## config.mk

```make
export PLATFORM = sky130hd
export DESIGN_NAME = bit_merger_piso
export DESIGN_NICKNAME = d
export VERILOG_FILES = /design/src/rtl/bit_merger_piso.sv
export SDC_FILE = /design/constraint.sdc
export NUM_CORES = 1
export LEC_CHECK = 0
export CORE_MARGIN = 2
export CORE_UTILIZATION = 47
export DETAILED_ROUTE_END_ITERATION = 12
export PLACE_DENSITY = 0.75
export REMOVE_ABC_BUFFERS = 1
export SLEW_MARGIN = 10
export SYNTH_ARGS = -nofsm -noshare
export SYNTH_HDL_FRONTEND = slang
export SYNTH_SLANG_ARGS = --single-unit
export TNS_END_PERCENT = 100
```

## constraint.sdc

```tcl
create_clock -name clk -period 1.9 [get_ports clk]
set_input_delay 0.285 -clock clk [delete_from_list [all_inputs] [get_ports clk]]
set_output_delay 0.285 -clock clk [all_outputs]
set_load 0.02 [all_outputs]
```

## src/rtl/bit_merger_piso.sv

```systemverilog
// Parallel-in/serial-out bit merger: interleaves an even/odd lane word pair onto one serial line, LSB first.
// Optional trailing even-parity bit per frame when BIT_MERGER_PARITY_EN is defined.
module bit_merger_piso #(
    parameter int WIDTH = 4
) (
    input  logic             clk,
    input  logic             reset,
    input  logic [WIDTH-1:0] even_in,
    input  logic [WIDTH-1:0] odd_in,
    input  logic             load_valid,
    output logic             load_ready,
    input  logic             shift_en,
    output logic             ser_out,
    output logic             ser_valid,
    output logic             phase,
    output logic             frame_done
);

    localparam int CNT_W = $clog2(2*WIDTH+1);
    localparam logic [CNT_W-1:0] LAST = CNT_W'(2*WIDTH-1);

    typedef enum logic [1:0] {
        IDLE,
        SHIFT
`ifdef BIT_MERGER_PARITY_EN
        ,
        PARITY
`endif
    } state_t;

    state_t             state;
    logic [CNT_W-1:0]   cnt;
    logic [2*WIDTH-1:0] sr;
    logic [2*WIDTH-1:0] ilv;
    logic               at_end;
    logic               load;
`ifdef BIT_MERGER_PARITY_EN
    logic               par;
`endif

    // Pre-interleave the pair so the serializer is a plain right shift.
    always_comb begin
        ilv = '0;
        for (int i = 0; i < WIDTH; i++) begin
            ilv[2*i]   = even_in[i];
            ilv[2*i+1] = odd_in[i];
        end
    end

`ifdef BIT_MERGER_PARITY_EN
    assign at_end = (state == PARITY);
`else
    assign at_end = (state == SHIFT) && (cnt == LAST);
`endif

    assign load_ready = !reset && ((state == IDLE) || (at_end && shift_en));
    assign frame_done = at_end && shift_en;
    assign load       = load_valid && load_ready;

    always_ff @(posedge clk or posedge reset) begin
        if (reset) begin
            state     <= IDLE;
            cnt       <= '0;
            sr        <= '0;
            ser_out   <= 1'b0;
            ser_valid <= 1'b0;
            phase     <= 1'b0;
`ifdef BIT_MERGER_PARITY_EN
            par       <= 1'b0;
`endif
        end else if (load) begin
            state     <= SHIFT;
            cnt       <= '0;
            sr        <= ilv >> 1;
            ser_out   <= ilv[0];
            ser_valid <= 1'b1;
            phase     <= 1'b0;
`ifdef BIT_MERGER_PARITY_EN
            par       <= ^ilv;
`endif
        end else begin
            case (state)
                SHIFT: begin
                    if (shift_en) begin
                        if (cnt == LAST) begin
`ifdef BIT_MERGER_PARITY_EN
                            state     <= PARITY;
                            ser_out   <= par;
                            phase     <= 1'b0;
`else
                            state     <= IDLE;
                            cnt       <= '0;
                            ser_out   <= 1'b0;
                            ser_valid <= 1'b0;
                            phase     <= 1'b0;
`endif
                        end else begin
                            cnt     <= cnt + CNT_W'(1);
                            sr      <= sr >> 1;
                            ser_out <= sr[0];
                            phase   <= ~phase;
                        end
                    end
                end
`ifdef BIT_MERGER_PARITY_EN
                PARITY: begin
                    if (shift_en) begin
                        state     <= IDLE;
                        cnt       <= '0;
                        ser_out   <= 1'b0;
                        ser_valid <= 1'b0;
                        phase     <= 1'b0;
                    end
                end
`endif
                IDLE: begin
                    ser_out   <= 1'b0;
                    ser_valid <= 1'b0;
                    phase     <= 1'b0;
                end
                default: state <= IDLE;
            endcase
        end
    end

endmodule
```

# ---- Yosys cells after proc, flatten, opt, wreduce, memory -nomap -nowiden
# Cells that the tools add are included.
dict set report op_classes {
  addsub 1
  n_eq_ne 6
  n_mux 24
  bitwise 1
  n_reduce_logical 15
}
# cell n
set op_table {}
lappend op_table {{$mux W8} 4}
lappend op_table {{$mux W4} 4}
lappend op_table {{$mux W1} 9}
lappend op_table {{$reduce_and A3 Y1} 3}
lappend op_table {{$mux W2} 3}
lappend op_table {{$pmux W1 S2} 3}
lappend op_table {{$add A4 B1 Y4 const B} 1}
lappend op_table {{$eq A4 B3 Y1 const B} 1}
lappend op_table {{$logic_and A1 B1 Y1} 4}
lappend op_table {{$ne A2 B2 Y1 const B} 2}
lappend op_table {{$pmux W2 S2} 1}
lappend op_table {{$reduce_and A2 Y1} 2}
lappend op_table {{$reduce_bool A2 Y1} 2}
lappend op_table {{$ne A3 B2 Y1 const B} 1}
lappend op_table {{$ne A3 B3 Y1 const B} 1}
lappend op_table {{$reduce_bool A3 Y1} 1}
lappend op_table {{$eq A2 B1 Y1 const B} 1}
lappend op_table {{$logic_not A2 Y1} 1}
lappend op_table {{$logic_not A1 Y1} 1}
lappend op_table {{$logic_or A1 B1 Y1} 1}
lappend op_table {{$not A1 Y1} 1}
dict set report totals {
  reg_bits 17
  input_bits 12
  output_inout_bits 5
}

# ---- Logic depth before layout (Yosys ltp)
# Gate-level depths: netlist (run 1).
dict set report logic_depth {
  ltp_word 8
  depth_mapped 5
  ltp_nobuf 4
}

# ---- Least setup slack after synthesis (run 1)
# OpenSTA, ideal clock, no wires.
dict set report synth_timing {
  path_kind {register to register}
  startpoint {reg cnt[0]}
  endpoint {reg sr[3]}
  setup_time_ns 0.126
  arrival_time_ns 1.315
  required_ns 1.774
  slack_ns 0.459
  path_stages_with_launch 6
  n_path_buf 1
  synth_period_minus_slack_ns 1.441
  cell_sequence {dfrtp_1 > ha_1 > nand4b_1 > a21oi_1 > buf_2 > a221o_1}
}
dict set report synth_via {
  elab_chain_len 8
  word_cells_on_any_way 11
}
# item line_no
set synth_lines {}
lappend synth_lines {{from (decl)} 32} ;# logic [CNT_W-1:0] cnt;
lappend synth_lines {{from (signal assigned)} 98} ;# cnt <= cnt + CNT_W'(1);
lappend synth_lines {{$eq A4 B3 Y1 (*)} {53, 85}}
lappend synth_lines {{$logic_and A1 B1 Y1} 53} ;# assign at_end = (state == SHIFT) && (cnt == LAST);
lappend synth_lines {{$logic_and A1 B1 Y1} 56} ;# assign load_ready = !reset && ((state == IDLE) || (at_end && shift_en));
lappend synth_lines {{$logic_or A1 B1 Y1} 56}
lappend synth_lines {{$logic_and A1 B1 Y1} 56}
lappend synth_lines {{$logic_and A1 B1 Y1} 58} ;# assign load = load_valid && load_ready;
lappend synth_lines {{$ne A2 B2 Y1 (no line) or $reduce_bool A2 Y1 (tied branches)} n/a}
lappend synth_lines {{$reduce_and A3 Y1 (no line)} n/a}
lappend synth_lines {{to (signal assigned)} 74} ;# sr <= ilv >> 1;
lappend synth_lines {{to (signal assigned)} 99} ;# sr <= sr >> 1;
lappend synth_lines {{to (decl)} 33} ;# logic [2*WIDTH-1:0] sr;
# Every way passes the cells marked *; elsewhere a longest branch is shown, timed or not.
# A chain may end at the register's enable or synchronous reset.

# ---- Worst setup path after layout (run 1)
dict set report layout_timing {
  startpoint {reg cnt[0]}
  endpoint {out frame_done}
}
dict set report layout_via {
  elab_chain_len 3
}
# item line_no
set layout_lines {}
lappend layout_lines {{$eq A4 B3 Y1} 53}
lappend layout_lines {{$logic_and A1 B1 Y1} 53}
lappend layout_lines {{$logic_and A1 B1 Y1} 57} ;# assign frame_done = at_end && shift_en;
lappend layout_lines {{to (decl)} 16} ;# output logic frame_done
# Every way passes these cells.

==> reports/results.tsv, run 1 <==
metric	value	unit
synth_edf_count	0	
slew_viol_final	0	
crit_arrival	1460	ps
row_count	14	
dieHeight	44.1	um
num_vias	612	
ioPinCount	17	
gr-total-overflow	0	
clock-root-buffer	clkbuf_4	
r2r_cells	6	
crit_path_end_kind	output pin	
fin_nets	109	
finClkSkew	1.99	ps
pwr-share-comb	42.5	%
hold_violations	0	
worst_slack	155	ps
slowest_delay	390	ps
synth_seq_cells	15	
grt_use_total	17.8	%
firstDrtPassIters	4	
clk_latency	280	ps
avgSynthCellArea	10.6	sq um
antenna_found_initial	0	
worstSetupStartpoint	cnt[0]	
grt_pass1_vias	554	
cp_top_family	buffers and inverters	
antenna_left	0	
die-width	44.1	um
synth_area	754	sq um
critPathBufInv	2	
run_status	finished, final reports clean	
relSlewSlack	61.8	%
hold_path_class	primary input to asynchronous set/reset pin	
start_util	50.1	%
avgRoutedWirePerCell	13.3	um
core	1510	sq um
setup-violations-final	0	
cap_viol_max_count	0	
stdcell_area	991	sq um
power_density	1260	nW/um^2
seq_area_frac_synth	49.8	%
pwr-share-clk	14.4	%
crit_slowest_cell	dfrtp_1	
ir_worst_vdd	0.696	mV
cts_hold_buf	0	
hpwl	1080	um
tightestPinTransition	573	ps
numCtsBuffers	3	
gp_congestion	0.770	
fp.dieArea	1940	sq um
p_switching	435	uW
port_buffers	16	
post_synth_inst_count	71	
path_class	register to output pin	
cts_buffer_depth	2	
htree_levels	1	
internal-power	813	uW
p_leak	0.000504	uW
p_seq_share	43.0	%
dp_slack	-165	ps
fmax	573	MHz
swShare	34.9	%
clock_sinks	15	
drt_wl_total	1470	um
critPathLaunchType	register	
required	1620	ps
clkTransAtPathRegs	90	ps
synth_ff_type	dfrtp_1	
diodes	0	
fin_crit	1740	ps
r2r_slack	350	ps
path_max_fanout	3	
drive_gt1_share	14.7	%
rsz0062_at_grt	no	
grt_pass1_wl	2480	um
r2r-start	cnt[0]	
cts_tree	done	
synthArstFlopShare	100	%
route.detailed.drc	0	
setup_tns	0	ps
area_delta_synth_final	31.3	%
viasPerCell	5.51	
worstPathCellList	ha_1 > buf_4 > nand3b_2 > nor2_1 > dlygate4sd2_1	
post-route-period-util	91.8	%
placed_area	970	sq um
fin_hold_ws	449	ps
drt_iter0_drc	20	
ys_types	29	
grt_start_max_net_pins	16	
worst_r2r_endpoint	sr[5]	
synth_warnings	0	
## worst reg2reg max path: stages, from the launching register on
cell,delay (ps)
dfrtp_1,390
ha_1,210
buf_4,140
nand3b_2,80
buf_4,180
a22oi_4,120
a221o_1,310
## synth_stat cells (2+ instances only)
master | number | share of area [%]
nand2_1 | 4 | 2.0
nand3b_1 | 2 | 2.0
nand2b_1 | 3 | 2.5
inv_1 | 6 | 3.0
a21oi_1 | 5 | 3.3
nand3_1 | 2 | 1.3
buf_2 | 2 | 1.3
and2_1 | 2 | 1.7
and3_1 | 4 | 3.3
nor2_1 | 3 | 1.5
dfrtp_1 | 15 | 50
or2b_1 | 2 | 2.0
a222oi_1 | 2 | 2.7
a221o_1 | 4 | 5.3
## kinds of logic after synthesis
kind of cell	Yosys count	share of synthesized area, %
xor gates and xnor gates	1	1.16
buffers and inverters	8	4.31
muxes	1	1.33
and+or+nand+nor	28	23.1
DFF	15	49.8
AOI/OAI and AO/OA	17	18.7
adders and majority gates	1	1.66
## power by group through the flow
stage               clock (uW)  sequential [uW]  combinational (uW)
finish                     180              537                 531
global route               199              557                 586
CTS                        186              538                 535
detailed placement           0              543                 537
global placement             0              541                 530
floorplan                    0              560                 307
## registers in the layout, indices dropped and copies added, names as in the netlist
name	count
sr	7
cnt	4
phase	1
ser_out	1
ser_valid	1
state	1
## how the worst max path moves through the flow
stage | end | slack, ps | cells after the start
after global placement | load_ready | -160 | 5
after detailed placement | load_ready | -160 | 5
after CTS | load_ready | 30 | 5
final | frame_done | 160 | 5
after floorplan | sr[1] | 360 | 4
after global routing | frame_done | 70 | 5
## metrics by stage
step                util [%]  power, uW  cells
floorplan                  -        868     69
global placement        64.4       1070    107
detailed placement      64.4       1080    107
CTS                     66.0       1260    111
global route            65.8       1340    111
finish                  65.8       1250    111
## placed cells by master (no fill, tap or decap)
cell	count
a222oi_1	2
or2b_1	2
and3b_1	1
mux2i_1	1
dfrtp_1	15
nand3_1	2
a21oi_1	5
and3_1	4
nand2_1	4
xor2_1	1
nand2b_1	3
nand3b_1	2
a22oi_4	1
nor2b_1	1
ha_1	1
nand3b_2	1
a22o_1	1
a221o_1	4
o22ai_1	1
nor2_1	3
o21ai_0	1
and2_1	2
buf_4	6
clkbuf_4	3
inv_1	6
clkdlybuf4s50_1	14
clkbuf_2	1
clkinv_2	1
and2_4	1
a21o_1	1
nand4b_1	1
dlygate4sd2_1	1
or4_1	1
a21boi_0	1
## metal layers
layer,vias up,global-route usage [%],wire length [um]
met1,292,23.9,700
li1,303,-,-
met2,15,28.2,702
met3,2,2.45,57
met4,0,9.09,11
met5,-,0,0
## final cells by class
cell class | instances | area, sq um
multi-input cells | 48 | 347
inverters | 6 | 22.5
repair buffers | 22 | 199
well taps | 16 | 20.0
clock inverters | 1 | 5.00
clock buffers | 3 | 22.5
flip-flops and latches | 15 | 375
fillers | 137 | 515
## repair_timing
item	in CTS	in global routing
setup endpoints to repair	2	1
setup buffers	0	0
gates resized for setup	2	2
Power figures use the tool's default switching activity.
==> inputs of run 2 (changes only) <==
- CORE_MARGIN: 2 -> 4
- SETUP_SLACK_MARGIN: default -> 0.5
==> reports/results.tsv, run 2 (same netlist as run 1, synthesis figures left out) <==
metric	value	unit	change
stdcell_area	1130	sq um	+14%
p_seq_share	38.6	%	-4.4 points
route.detailed.drc	0		unchanged
crit_path_end_kind	output pin		
htree_levels	1		unchanged
path_max_fanout	2		-1
antenna_found_initial	0		unchanged
die-width	48.1	um	+9.1%
cts_tree	done		
post-route-period-util	89.9	%	-1.9 points
rsz0062_at_grt	yes		
layout_common_cells	14 x dfrtp_1, 13 x buf_4, 10 x clkdlybuf4s50_1		
r2r_cells	6		unchanged
pwr-share-clk	12.9	%	-1.5 points
clk_latency	280	ps	about the same
grt_start_max_net_pins	16		unchanged
clkTransAtPathRegs	90	ps	about the same
reg_top3	sr: 7 flops, cnt: 4 flops		
cap_viol_max_count	0		unchanged
finClkSkew	3.58	ps	+1.58 ps
required	1620	ps	about the same
hold_path_class	primary input to register		
r2r_slack	380	ps	+30 ps
crit_cells	5		unchanged
worst_slack	192	ps	+36.5 ps
swShare	35.9	%	+1.0 points
fp.dieArea	2310	sq um	+19%
slowest_delay	380	ps	about the same
firstDrtPassIters	4		unchanged
run_status	finished, final reports clean		
drt_iter0_drc	17		-15%
r2r-start	cnt[1]		
row_count	14		unchanged
numCtsBuffers	3		unchanged
cts_hold_buf	0		unchanged
viasPerCell	5.49		-0.47%
gp_congestion	0.831		+8.0%
ioPinCount	17		unchanged
drt_wl_total	1950	um	+32%
power_density	1250	nW/um^2	-1.0%
final_common_cell	dfrtp_1		
worst_r2r_endpoint	sr[5]		
setup_tns	0	ps	unchanged
cp_top_family	simple AND/OR/NAND/NOR gates		
diodes	0		unchanged
port_buffers	16		unchanged
path_class	register to output pin		
relSlewSlack	61.8	%	about the same
grt_pass1_wl	2820	um	+14%
internal-power	906	uW	+11%
avgRoutedWirePerCell	15.9	um	+20%
antenna_left	0		unchanged
fin_crit	1710	ps	-36.5 ps
power	1410	uW	+13%
core	1510	sq um	unchanged
num_vias	675		+10%
gr-total-overflow	0		unchanged
ir_worst_vdd	0.607	mV	-13%
clock_sinks	15		unchanged
fmax	585	MHz	+2.1%
setup-violations-final	0		unchanged
largest_reg_flops	7		unchanged
dieHeight	48.1	um	+9.1%
top_register	sr		
dp_slack	-157	ps	+7.73 ps
worstSetupStartpoint	cnt[1]		
crit_slowest_cell	dfrtp_1		
pwr-share-comb	48.5	%	+6.0 points
hold_violations	0		unchanged
worstPathCellList	ha_2 > nand4b_1 > and2_4 > nor2_4 > buf_6		
endpoint	load_ready		
hpwl	1160	um	+7.6%
critPathBufInv	1		-1
slew_viol_final	0		unchanged
p_leak	0.000577	uW	+15%
cts_buffer_depth	2		unchanged
clock-root-buffer	clkbuf_4		
fin_nets	121		+11%
critPathLaunchType	register		
tightestPinTransition	573	ps	+0.143 ps
crit_arrival	1420	ps	-40 ps
area_delta_synth_final	50.2	%	
grt_pass1_vias	662		+19%
drive_gt1_share	31.8	%	+17 points
placed_area	977	sq um	+0.77%
start_util	50.1	%	unchanged
p_switching	507	uW	+16%
grt_use_total	17.6	%	-0.18 points
## run 2: changes by cell type in the layout (fill, tap and decap cells not counted), moves of 2 or more
cell | previous run | this run
and2_1 | 2 | 0
buf_4 | 6 | 13
buf_6 | 0 | 7
clkdlybuf4s50_1 | 14 | 10
dlygate4sd2_1 | 1 | 4
a21oi_1 | 5 | 3
## run 2: worst register-to-register path, stage by stage, from the launching register on
cell and delay [ps]:
dfrtp_1 410, ha_2 200, nand4b_1 140, buf_4 150
a21oi_4 70, buf_6 130, a221o_1 310
## run 2: final cells by class
| type | instances | area, sq um |
|---|---|---|
| fillers | 110 | 373 |
| inverters | 6 | 22.5 |
| repair buffers | 34 | 312 |
| clock inverters | 1 | 5.00 |
| well taps | 16 | 20.0 |
| multi-input cells | 48 | 375 |
| clock buffers | 3 | 22.5 |
| flip-flops and latches | 15 | 377 |
## run 2: how the worst min path moves through the flow
stage,from,to,slack [ps],cells after the start
finish,shift_en,ser_out,470,3
detailed placement,ser_valid,ser_valid,470,1
global placement,ser_valid,ser_valid,460,1
global route,shift_en,ser_out,480,3
CTS,shift_en,ser_out,460,3
floorplan,reset,cnt[0],190,1
## run 2: routing by layer
layer	up-vias	GRT usage, %	part of all wire [%]
met3	0	2.63	4.3
met2	14	28.0	50
li1	331	-	-
met5	-	0	0
met1	330	22.8	46
met4	0	9.68	0
## run 2: power groups by stage
stage / Sequential (uW) / Clock (uW) / Combinational (uW)
after global routing: 560 / 204 / 742
final: 546 / 182 / 685
after global placement: 540 / 0 / 543
after CTS: 538 / 186 / 579
after detailed placement: 545 / 0 / 555
after floorplan: 560 / 0 / 307
## run 2: metrics by stage
step | std cells | hold slack [ps] | util (%)
final | 123 | 468 | 75.2
after global routing | 123 | 476 | 75.2
after CTS | 115 | 459 | 68.8
after detailed placement | 108 | 470 | 64.9
after global placement | 108 | 460 | 64.9
after floorplan | 69 | 186 | -
## run 2: what timing repair did
item,4_1_cts,5_1_grt
gates cloned,1,1
setup buffers,2,7
pin swaps,6,7
endpoints found under the setup margin,14,12
gates resized for setup,22,12
==> inputs of run 3 (changes only) <==
- CAP_MARGIN: default -> 20
==> results of run 3 <==
Final layout, timing and power as in run 2 (identical DEF).
==> variant, RTL diff (settings of run 1) <==
Change the parameter `WIDTH` from 4 to 8.
--- a/src/rtl/bit_merger_piso.sv
+++ b/src/rtl/bit_merger_piso.sv
@@ -1,7 +1,7 @@
 // Parallel-in/serial-out bit merger: interleaves an even/odd lane word pair onto one serial line, LSB first.
 // Optional trailing even-parity bit per frame when BIT_MERGER_PARITY_EN is defined.
 module bit_merger_piso #(
-    parameter int WIDTH = 4
+    parameter int WIDTH = 8
 ) (
     input  logic             clk,
     input  logic             reset,
Interface: changed (resized even_in and odd_in); port bits go from 17 to 25. No check against the original RTL was run, so the function may have changed too.
==> variant against run 1 <==
Sequential cell count is 9 higher. Cell count increased by 54%. Register-to-register slack got worse by 0.22 ns. Synthesized area up 60%. Critical path depth stayed put. Cell area rose by 63%. Total power is 51% higher. Sequential power is 54% higher. Setup slack got worse by 0.058 ns. Non-clock buffer count grew 16. Clock power up 44%. Worst hold slack worse by 0.034 ns. Synthesized cell count up 45%. Wire length increased by 52%.
==> variant: results (changes against run 1) <==
| Metric | Value |
|---|---|
| Relative slew slack | `77.9% (+16 points)` |
| Placed cells | `167 (+56%)` |
| Grt met3 use | `2.46% (+0.010 points)` |
| Post-synthesis cell type count | `27 (-6.9%)` |
| Post-DP HPWL | `1640 um (+52%)` |
| Worst hold slack | `0.415 ns (-0.0335 ns)` |
| Avg Vias per Cell | `5.33 (-3.3%)` |
| Met3 routed WL | `151 um (+160%)` |
| Mux share of post-synthesis cell area | `23.2% (+22 points)` |
| Worst skew pair latency | `0.30 ns (+0.02 ns)` |
| Crit path arrival time | `1.52 ns (+0.06 ns)` |
| M1 wire length | `1010 um (+45%)` |
| Overall global routing resource usage | `16.2% (-1.6 points)` |
| Flop2flop setup slack | `0.13 ns (-0.22 ns)` |
| Combinational share of power | `42.1% (-0.4 points)` |
| Vias in the first global route | `834 (+51%)` |
| Met2 wire length | `1060 um (+51%)` |
| Clk pin slew, worst setup/hold paths | `0.13 ns (+0.04 ns)` |
| Compound-Gate Fraction of Synth Area | `9.21% (-9.5 points)` |
| Biggest registers after layout | `sr (15), cnt (5)` |
| Initial DRC count | `15 (-25%)` |
| First-pass GRT wire length | `3440 um (+39%)` |
| Post-Synth XOR/XNOR Area | `0.725% (-0.44 points)` |
| Register area share after synthesis | `49.7% (-0.062 points)` |
| Vias | `912 (+49%)` |
| Most frequent cells after synthesis | `dfrtp_1 (24), mux2_2 (16), nand2_1 (8)` |
| Worst vdd rail ir drop | `0.000664 V (-4.5%)` |
| Reg-to-reg endpoint | `sr[6]` |
| Setup WS post-layout | `0.0974 ns (-0.0579 ns)` |
| Wire per inst | `13.1 um (-1.4%)` |
| Outcome | `complete, no violations` |
| Final nets | `163 (+50%)` |
| Filler cells | `197 (+44%)` |
| Worst Clk Skew | `0.00499 ns (+0.00299 ns)` |
| Mapped Cells | `103 (+45%)` |
| Placed Area | `1570 um^2 (+62%)` |
| Critical Path Sink | `load_ready` |
| Layout cells sized above 1 | `32.6% (+18 points)` |
| Clk pwr share | `13.8% (-0.6 points)` |
| P_leak | `0.764 nW (+52%)` |
| NetSw | `0.590 mW (+36%)` |
| Post-DRT Antenna Nets | `0 (unchanged)` |
| Met2 Track Usage GR | `26.4% (-1.8 points)` |
| Comb. pwr | `0.791 mW (+49%)` |
| Adder-cell area share of the yosys netlist | `1.04% (-0.62 points)` |
| Largest cells by area after synthesis | `dfrtp_1 (50%), mux2_2 (15%), mux2_4 (5.0%), mux2i_1 (3.3%), nand3_1 (2.9%)` |
==> variant: logic make-up after synthesis <==
family                   after synthesis
buffers and inverters                  7
AND/OR/NAND/NOR                       29
XOR/XNOR                               1
multiplexers                          24
adder cells (fa/ha/maj)                1
AO/OA/AOI/OAI                         17
flip-flops                            24
==> variant: final cells by class <==
| cell class | count | area, um^2 | share of cell area (%) |
|---|---|---|---|
| clock buffers | 4 | 36.3 | 2.24 |
| flip-flops and latches | 24 | 601 | 37.2 |
| repair buffers | 38 | 360 | 22.3 |
| multi-input cells | 72 | 571 | 35.3 |
| well taps | 30 | 37.5 | 2.32 |
| inverters | 3 | 11.3 | 0.697 |
==> variant: worst min-delay path, cell delays in order <==
cell	delay, ns
clkdlybuf4s50_1	0.45
inv_1	0.09
buf_4	0.31
==> variant: timing repair <==
item,in CTS,in global routing
resized for setup,6,6
endpoints found under the hold margin,0,0
endpoints found under the setup margin,8,10
